## src/rtl/agen_stage.sv

```systemverilog
`default_nettype none
// ============================================================================
// Module   : agen_stage
// Purpose  : Address-generation stage of the memory issue lane. Forms the
//            effective address (base + sign-extended immediate), flags
//            misaligned accesses, and registers the packet into a single
//            output stage backed by a one-entry skid buffer so that LSU
//            backpressure never drops a packet. Packets are squashed on a
//            branch mispredict and have mask bits cleared on a correct
//            resolve.
// Ports    : clk, reset (sync, active-high)
//            ctrlMispredict_i/ctrlResolve_i/ctrlSMTid_i : branch control
//            issue*_i / issueReady_o                     : issue side
//            lsuReady_i / agen*_o                        : LSU side
// Config   : `define AGEN_MISALIGN_TRAP_EN to enable the misalign flag;
//            otherwise agenMisalign_o is tied to 0.
// Revision : 1.0 - initial release
// ============================================================================
module agen_stage #(
  parameter int SIZE_DATA           = 32,
  parameter int SIZE_IMM            = 16,
  parameter int CHECKPOINTS         = 8,
  parameter int CHECKPOINTS_LOG     = 3,
  parameter int SIZE_LSQ_LOG        = 5,
  parameter int SIZE_ACTIVELIST_LOG = 7,
  parameter int SIZE_PHYSICAL_LOG   = 7
) (
  input  logic                           clk,
  input  logic                           reset,
  input  logic                           ctrlMispredict_i,
  input  logic                           ctrlResolve_i,
  input  logic [CHECKPOINTS_LOG-1:0]     ctrlSMTid_i,
  input  logic                           issueValid_i,
  output logic                           issueReady_o,
  input  logic [CHECKPOINTS-1:0]         issueMask_i,
  input  logic [2:0]                     issueType_i,
  input  logic [SIZE_DATA-1:0]           issueBase_i,
  input  logic [SIZE_IMM-1:0]            issueImm_i,
  input  logic [SIZE_DATA-1:0]           issueStData_i,
  input  logic [SIZE_LSQ_LOG-1:0]        issueLsqId_i,
  input  logic [SIZE_ACTIVELIST_LOG-1:0] issueAlId_i,
  input  logic [SIZE_PHYSICAL_LOG-1:0]   issuePhyDest_i,
  input  logic                           lsuReady_i,
  output logic                           agenValid_o,
  output logic [CHECKPOINTS-1:0]         agenMask_o,
  output logic [2:0]                     agenType_o,
  output logic [SIZE_DATA-1:0]           agenAddr_o,
  output logic [SIZE_DATA-1:0]           agenStData_o,
  output logic [SIZE_LSQ_LOG-1:0]        agenLsqId_o,
  output logic [SIZE_ACTIVELIST_LOG-1:0] agenAlId_o,
  output logic [SIZE_PHYSICAL_LOG-1:0]   agenPhyDest_o,
  output logic                           agenMisalign_o
);

  // Packet payload (everything except valid and branch mask), packed as
  // {type, addr, stData, lsqId, alId, phyDest, misalign}.
  localparam int PKT_W = 3 + 2*SIZE_DATA + SIZE_LSQ_LOG + SIZE_ACTIVELIST_LOG
                         + SIZE_PHYSICAL_LOG + 1;

  logic                   r_outValid;
  logic [CHECKPOINTS-1:0] r_outMask;
  logic [PKT_W-1:0]       r_outPkt;
  logic                   r_skidValid;
  logic [CHECKPOINTS-1:0] r_skidMask;
  logic [PKT_W-1:0]       r_skidPkt;

  logic [SIZE_DATA-1:0]   w_addr;
  logic                   w_misalign;
  logic                   w_resolve;
  logic [CHECKPOINTS-1:0] w_clrMask;
  logic                   w_inKill;
  logic                   w_outKill;
  logic                   w_skidKill;
  logic                   w_inValid;
  logic                   w_advance;
  logic [CHECKPOINTS-1:0] w_inMask;
  logic [PKT_W-1:0]       w_inPkt;

  assign w_addr = issueBase_i +
                  {{(SIZE_DATA-SIZE_IMM){issueImm_i[SIZE_IMM-1]}}, issueImm_i};

`ifdef AGEN_MISALIGN_TRAP_EN
  always_comb begin
    w_misalign = 1'b0;
    case (issueType_i[1:0])
      2'd0:    w_misalign = 1'b0;
      2'd1:    w_misalign = w_addr[0];
      2'd2:    w_misalign = |w_addr[1:0];
      default: w_misalign = 1'b1;     // reserved size always faults
    endcase
  end
`else
  assign w_misalign = 1'b0;
`endif

  // Mispredict takes priority: a resolve in the same cycle is ignored.
  assign w_resolve  = ctrlResolve_i & ~ctrlMispredict_i;
  assign w_clrMask  = w_resolve ? (CHECKPOINTS'(1) << ctrlSMTid_i) : '0;

  assign w_inKill   = ctrlMispredict_i & issueMask_i[ctrlSMTid_i];
  assign w_outKill  = ctrlMispredict_i & r_outMask[ctrlSMTid_i];
  assign w_skidKill = ctrlMispredict_i & r_skidMask[ctrlSMTid_i];

  assign issueReady_o = ~r_skidValid;
  assign w_inValid    = issueValid_i & issueReady_o & ~w_inKill;
  assign w_inMask     = issueMask_i & ~w_clrMask;
  assign w_inPkt      = {issueType_i, w_addr, issueStData_i, issueLsqId_i,
                         issueAlId_i, issuePhyDest_i, w_misalign};

  // A squashed output slot is free to refill on the same edge.
  assign agenValid_o = r_outValid & ~w_outKill;
  assign w_advance   = ~agenValid_o | lsuReady_i;

  always_ff @(posedge clk) begin
    if (reset) begin
      r_outValid  <= 1'b0;
      r_outMask   <= '0;
      r_outPkt    <= '0;
      r_skidValid <= 1'b0;
      r_skidMask  <= '0;
      r_skidPkt   <= '0;
    end else if (w_advance) begin
      if (r_skidValid) begin
        // Skid entry is older than anything on the issue side; it goes
        // first. No new packet can be accepted while the skid is full.
        r_outValid  <= ~w_skidKill;
        r_outMask   <= r_skidMask & ~w_clrMask;
        r_outPkt    <= r_skidPkt;
        r_skidValid <= 1'b0;
      end else begin
        r_outValid <= w_inValid;
        if (w_inValid) begin
          r_outMask <= w_inMask;
          r_outPkt  <= w_inPkt;
        end
      end
    end else begin
      // Output is valid, not squashed, and stalled: hold payload.
      r_outMask <= r_outMask & ~w_clrMask;
      if (r_skidValid) begin
        r_skidValid <= ~w_skidKill;
        r_skidMask  <= r_skidMask & ~w_clrMask;
      end else if (w_inValid) begin
        r_skidValid <= 1'b1;
        r_skidMask  <= w_inMask;
        r_skidPkt   <= w_inPkt;
      end
    end
  end

  assign agenMask_o = r_outMask;
  assign {agenType_o, agenAddr_o, agenStData_o, agenLsqId_o, agenAlId_o,
          agenPhyDest_o, agenMisalign_o} = r_outPkt;

endmodule
`default_nettype wire

```

## config.mk

```make
export PLATFORM = sky130hd
export DESIGN_NAME = agen_stage
export DESIGN_NICKNAME = d
export VERILOG_FILES = /design/src/rtl/agen_stage.sv
export SDC_FILE = /design/constraint.sdc
export NUM_CORES = 1
export LEC_CHECK = 0
export BUFFER_PORTS_ARGS = -buffer_cell sky130_fd_sc_hd__buf_2
export CAP_MARGIN = 30
export CORE_MARGIN = 10
export CORE_UTILIZATION = 30
export CTS_CLUSTER_SIZE = 14
export DETAILED_ROUTE_END_ITERATION = 8
export GPL_TIMING_DRIVEN = 0
export PLACE_DENSITY_LB_ADDON = 0.25
export SKIP_CTS_REPAIR_TIMING = 1
export SYNTH_ARGS = -nofsm -noshare
export SYNTH_HDL_FRONTEND = slang
export SYNTH_SLANG_ARGS = --single-unit
```

## constraint.sdc

```tcl
create_clock -name clk -period 3.3 [get_ports clk]
set_input_delay 0.33 -clock clk [delete_from_list [all_inputs] [get_ports clk]]
set_output_delay 0.33 -clock clk [all_outputs]
set_load 0.01 [all_outputs]
```

==> run_results.csv <==
group,metric,value,unit
logic_synthesis,yosysTopAreaCell,"dfxtp_1",
final_layout,syn_to_final_growth,22.36,%
floorplan,row_count,66,
logic_synthesis,synth_warnings,0,
sta,maxSlewViolCount,0,
worst_setup_path,cp.required,3.65,ns
sta,rsz0062_at_grt,"false",
sta,setup_viol,0,
worst_setup_path,worst-setup-path-type,"input pin to flip-flop",
power_and_ir_drop,p_seq_share,42.8,%
placement,dp_hpwl,25090,um
route,wire_per_inst,18.18,um
logic_synthesis,yosys-top-cells-area,"dfxtp_1 (39%), mux2i_1 (8.3%), nand2_1 (7.9%), a211oi_2 (7.6%), a21oi_1 (6.8%)",
logic_synthesis,ys_seq_elements,190,
worst_setup_path,cp_cell_sequence,"buf_2 > ha_1 > fa_1 > a211oi_2 > o21ai_0 > o311ai_1 > and3_1 > nor3_1 > a311oi_1 > xor2_1 > a211oi_1",
worst_setup_path,r2r_slack,0.46,ns
logic_synthesis,synth_cells,1145,
logic_synthesis,synth_edf_count,0,
final_layout,antennaDiodeCount,0,
worst_setup_path,path_depth,11,
worst_setup_path,r2r_end,"r_skidPkt[82]",
worst_setup_path,path_buf_inv,1,
worst_hold_path,hold_class,"input pin to flip-flop",
floorplan,start_util,30.26,%
global_route,grt_pass1_wl,52050,um
route,drt_pass1_iterations,7,
route,routed_wl,33280,um
route,via_per_inst,4.885,
global_route,track_usage,16.15,%
clocking,clock-sinks,190,
power_and_ir_drop,p_comb_share,22.3,%
power_and_ir_drop,clockPowerShare,34.9,%
clocking,clk_pin_slew_worst_paths,0.08,ns
job,cap_violations,0,
logic_synthesis,netlist_area,0.009822,sq mm
clocking,htree_levels,4,
floorplan,die_area,0.04038,sq mm
global_route,grt_antenna_before_repair,0,
floorplan,core-area,0.03245,sq mm
sta,hold_viol_final,0,
run_status,status,"finished, final reports clean",
worst_setup_path,critPathCaptureType,"flip-flop",
power_and_ir_drop,cellInternalPower,3.950,mW
sta,fin_skew,0.01555,ns
clocking,cts_tree,"built",
placement,placement.io_buffers,211,
clocking,clk_latency,0.45,ns
logic_synthesis,synth_common_cells,"nand2_1 (206), dfxtp_1 (190), a21oi_1 (133)",
sta,finalCritPeriodShare,89.91,%
placement,place.gp.congestion,0.8444,
power_and_ir_drop,switchingPower,1.940,mW
sta,fmax,0.3370,GHz
logic_synthesis,yosysTopAreaCellShare,38.73,%
power_and_ir_drop,p_leak,4.715,nW
clocking,cts_root_buf,"clkbuf_16",
route,route.vias.total,8944,
worst_setup_path,cp-start-kind,"input pin",
worst_setup_path,cp_top_family,"compound AO/OA/AOI/OAI gates",
sta,post-route-min-period,2.967,ns
route,first_iter_violations,449,
worst_hold_path,whs_endpoint,"r_skidPkt[46]",
placement,dp_slack,-0.4094,ns
logic_synthesis,synthMostInstantiatedCell,"nand2_1",
logic_synthesis,synthArstFlopShare,0,%
sta,finalSetupTns,0,ns
floorplan,ios,216,
clocking,numCtsBuffers,17,
global_route,grt_overflow_total,0,
logic_synthesis,syn_nets,1296,
floorplan,die_w,200.9,um
power_and_ir_drop,p_sw_share,32.94,%
sta,holdWs,0.1329,ns
logic_synthesis,avgSynthCellArea,8.578,sq um
worst_setup_path,worstPathArrival,3.31,ns
route,drc_errors,0,
power_and_ir_drop,p_per_area,490.1,mW/mm^2
worst_hold_path,min_path_cells,3,
worst_setup_path,slowest_delay,0.50,ns
global_route,grt_max_degree,20,
route,postRouteAntennaNets,0,
power_and_ir_drop,ir_drop,0.0002766,V
worst_hold_path,hold_start,"issueStData_i[26]",
logic_synthesis,ys.flop_type,"dfxtp_1",
sta,setup_ws,0.3329,ns
clocking,cts_buffer_depth,2,
global_route,grt_pass1_vias,8871,
power_and_ir_drop,total_power,5.890,mW
final_layout,drive_gt1_share,25.41,%
worst_setup_path,worst_path_max_delay_cell,"o311ai_1",
logic_synthesis,post_synth_num_cell_types,65,
worst_setup_path,cp_max_fo,3,
placement,placed_area,0.01145,sq mm
floorplan,fp.dieH,200.9,um
final_layout,stdcell_area,0.01202,sq mm
sta,max_slew.worst_pin.slew,0.9202,ns
worst_setup_path,reg2reg_from,"agenMask_o[3]",
logic_synthesis,seq_area_frac_synth,38.73,%
final_layout,finalNetCount,1527,
worst_setup_path,rr_worst_depth,9,
sta,slew_headroom,38.65,%
==> power by group through the flow <==
stage                     clock network [mW]  registers (mW)  logic (mW)
after floorplan                            0            2.61       0.793
after global placement                     0            2.57        1.31
after detailed placement                   0            2.58        1.32
after CTS                               2.11            2.52        1.33
after global routing                    2.19            2.54        1.46
final                                   2.06            2.52        1.31
==> flip-flops by register name, summed over array words and instances (netlist names) <==
| signal | flops |
|---|---|
| r_outPkt | 86 |
| r_skidPkt | 86 |
| agenMask_o | 8 |
| r_skidMask | 8 |
| r_outValid | 1 |
| r_skidValid | 1 |
==> cell usage in the layout, fill, tap and decap left out, types with 8 or more instances in the layout <==
master     count
a211oi_1      21
a211oi_2      60
a21o_1        10
a21oi_1      133
buf_2        227
buf_6         10
clkbuf_1      61
clkbuf_16     17
dfxtp_1      190
ha_1          31
inv_1          8
mux2i_1       81
nand2_1      206
nand3_1       15
nand4_1       10
nor2_1       128
nor3_1        14
o211ai_1       9
o21ai_0       25
xnor2_1       20
xor2_1         9
==> worst max-delay path by stage <==
stage | from | end | slack (ns)
global route | issueBase_i[0] | r_outPkt[80] | 0.08
detailed placement | issueBase_i[0] | r_outPkt[80] | -0.41
floorplan | issueBase_i[0] | r_outPkt[80] | 0.51
finish | issueBase_i[0] | r_outPkt[80] | 0.33
global placement | issueBase_i[0] | r_outPkt[80] | -0.35
CTS | issueBase_i[0] | r_outPkt[80] | 0.06
==> worst register-to-register path, delay by kind of cell (launching register included) <==
kind / cells / cell delay (ns)
and+or+nand+nor: 3 / 1.02
muxes: 2 / 0.71
buffers and inverters: 1 / 0.43
DFF: 1 / 0.34
AOI/OAI and AO/OA: 3 / 0.28
==> routing by layer <==
layer  vias up  share of wire, %  GRT usage, %
met2       231                47         26.43
li1       4515                 -             -
met4         0               1.3         4.138
met5         -                 0             0
met3        31               4.7         3.308
met1      4167                47         21.16
==> cell families (layout without fill, tap and decap cells) <==
| group | count (synthesis) | count (layout) | share of synthesized area (%) |
|---|---|---|---|
| xor+xnor | 29 | 29 | 2.586 |
| flops | 190 | 190 | 38.73 |
| fa+ha+maj | 32 | 32 | 4.153 |
| other cells | 1 | 1 | 0.03818 |
| mux | 85 | 85 | 9.172 |
| simple gates | 401 | 401 | 16.90 |
| compound gates | 309 | 309 | 23.67 |
| buf+inv | 98 | 342 | 4.752 |
==> stage by stage <==
stage / instances / util, %
floorplan: 1145 / -
global placement: 1798 / 35.22
detailed placement: 1799 / 35.27
CTS: 1831 / 37.03
global route: 1831 / 37.03
finish: 1831 / 37.03
==> area by class of cell <==
cell class,count,area [sq um]
multi-input cells,857,5552
plain buffers,89,432.9
well taps,442,553.0
flip-flops and latches,190,3804
clock inverters,15,146.4
inverters,9,33.78
clock buffers,17,425.4
repair buffers,212,1071
fillers,3381,20440
(Power assumes the default switching activity.)
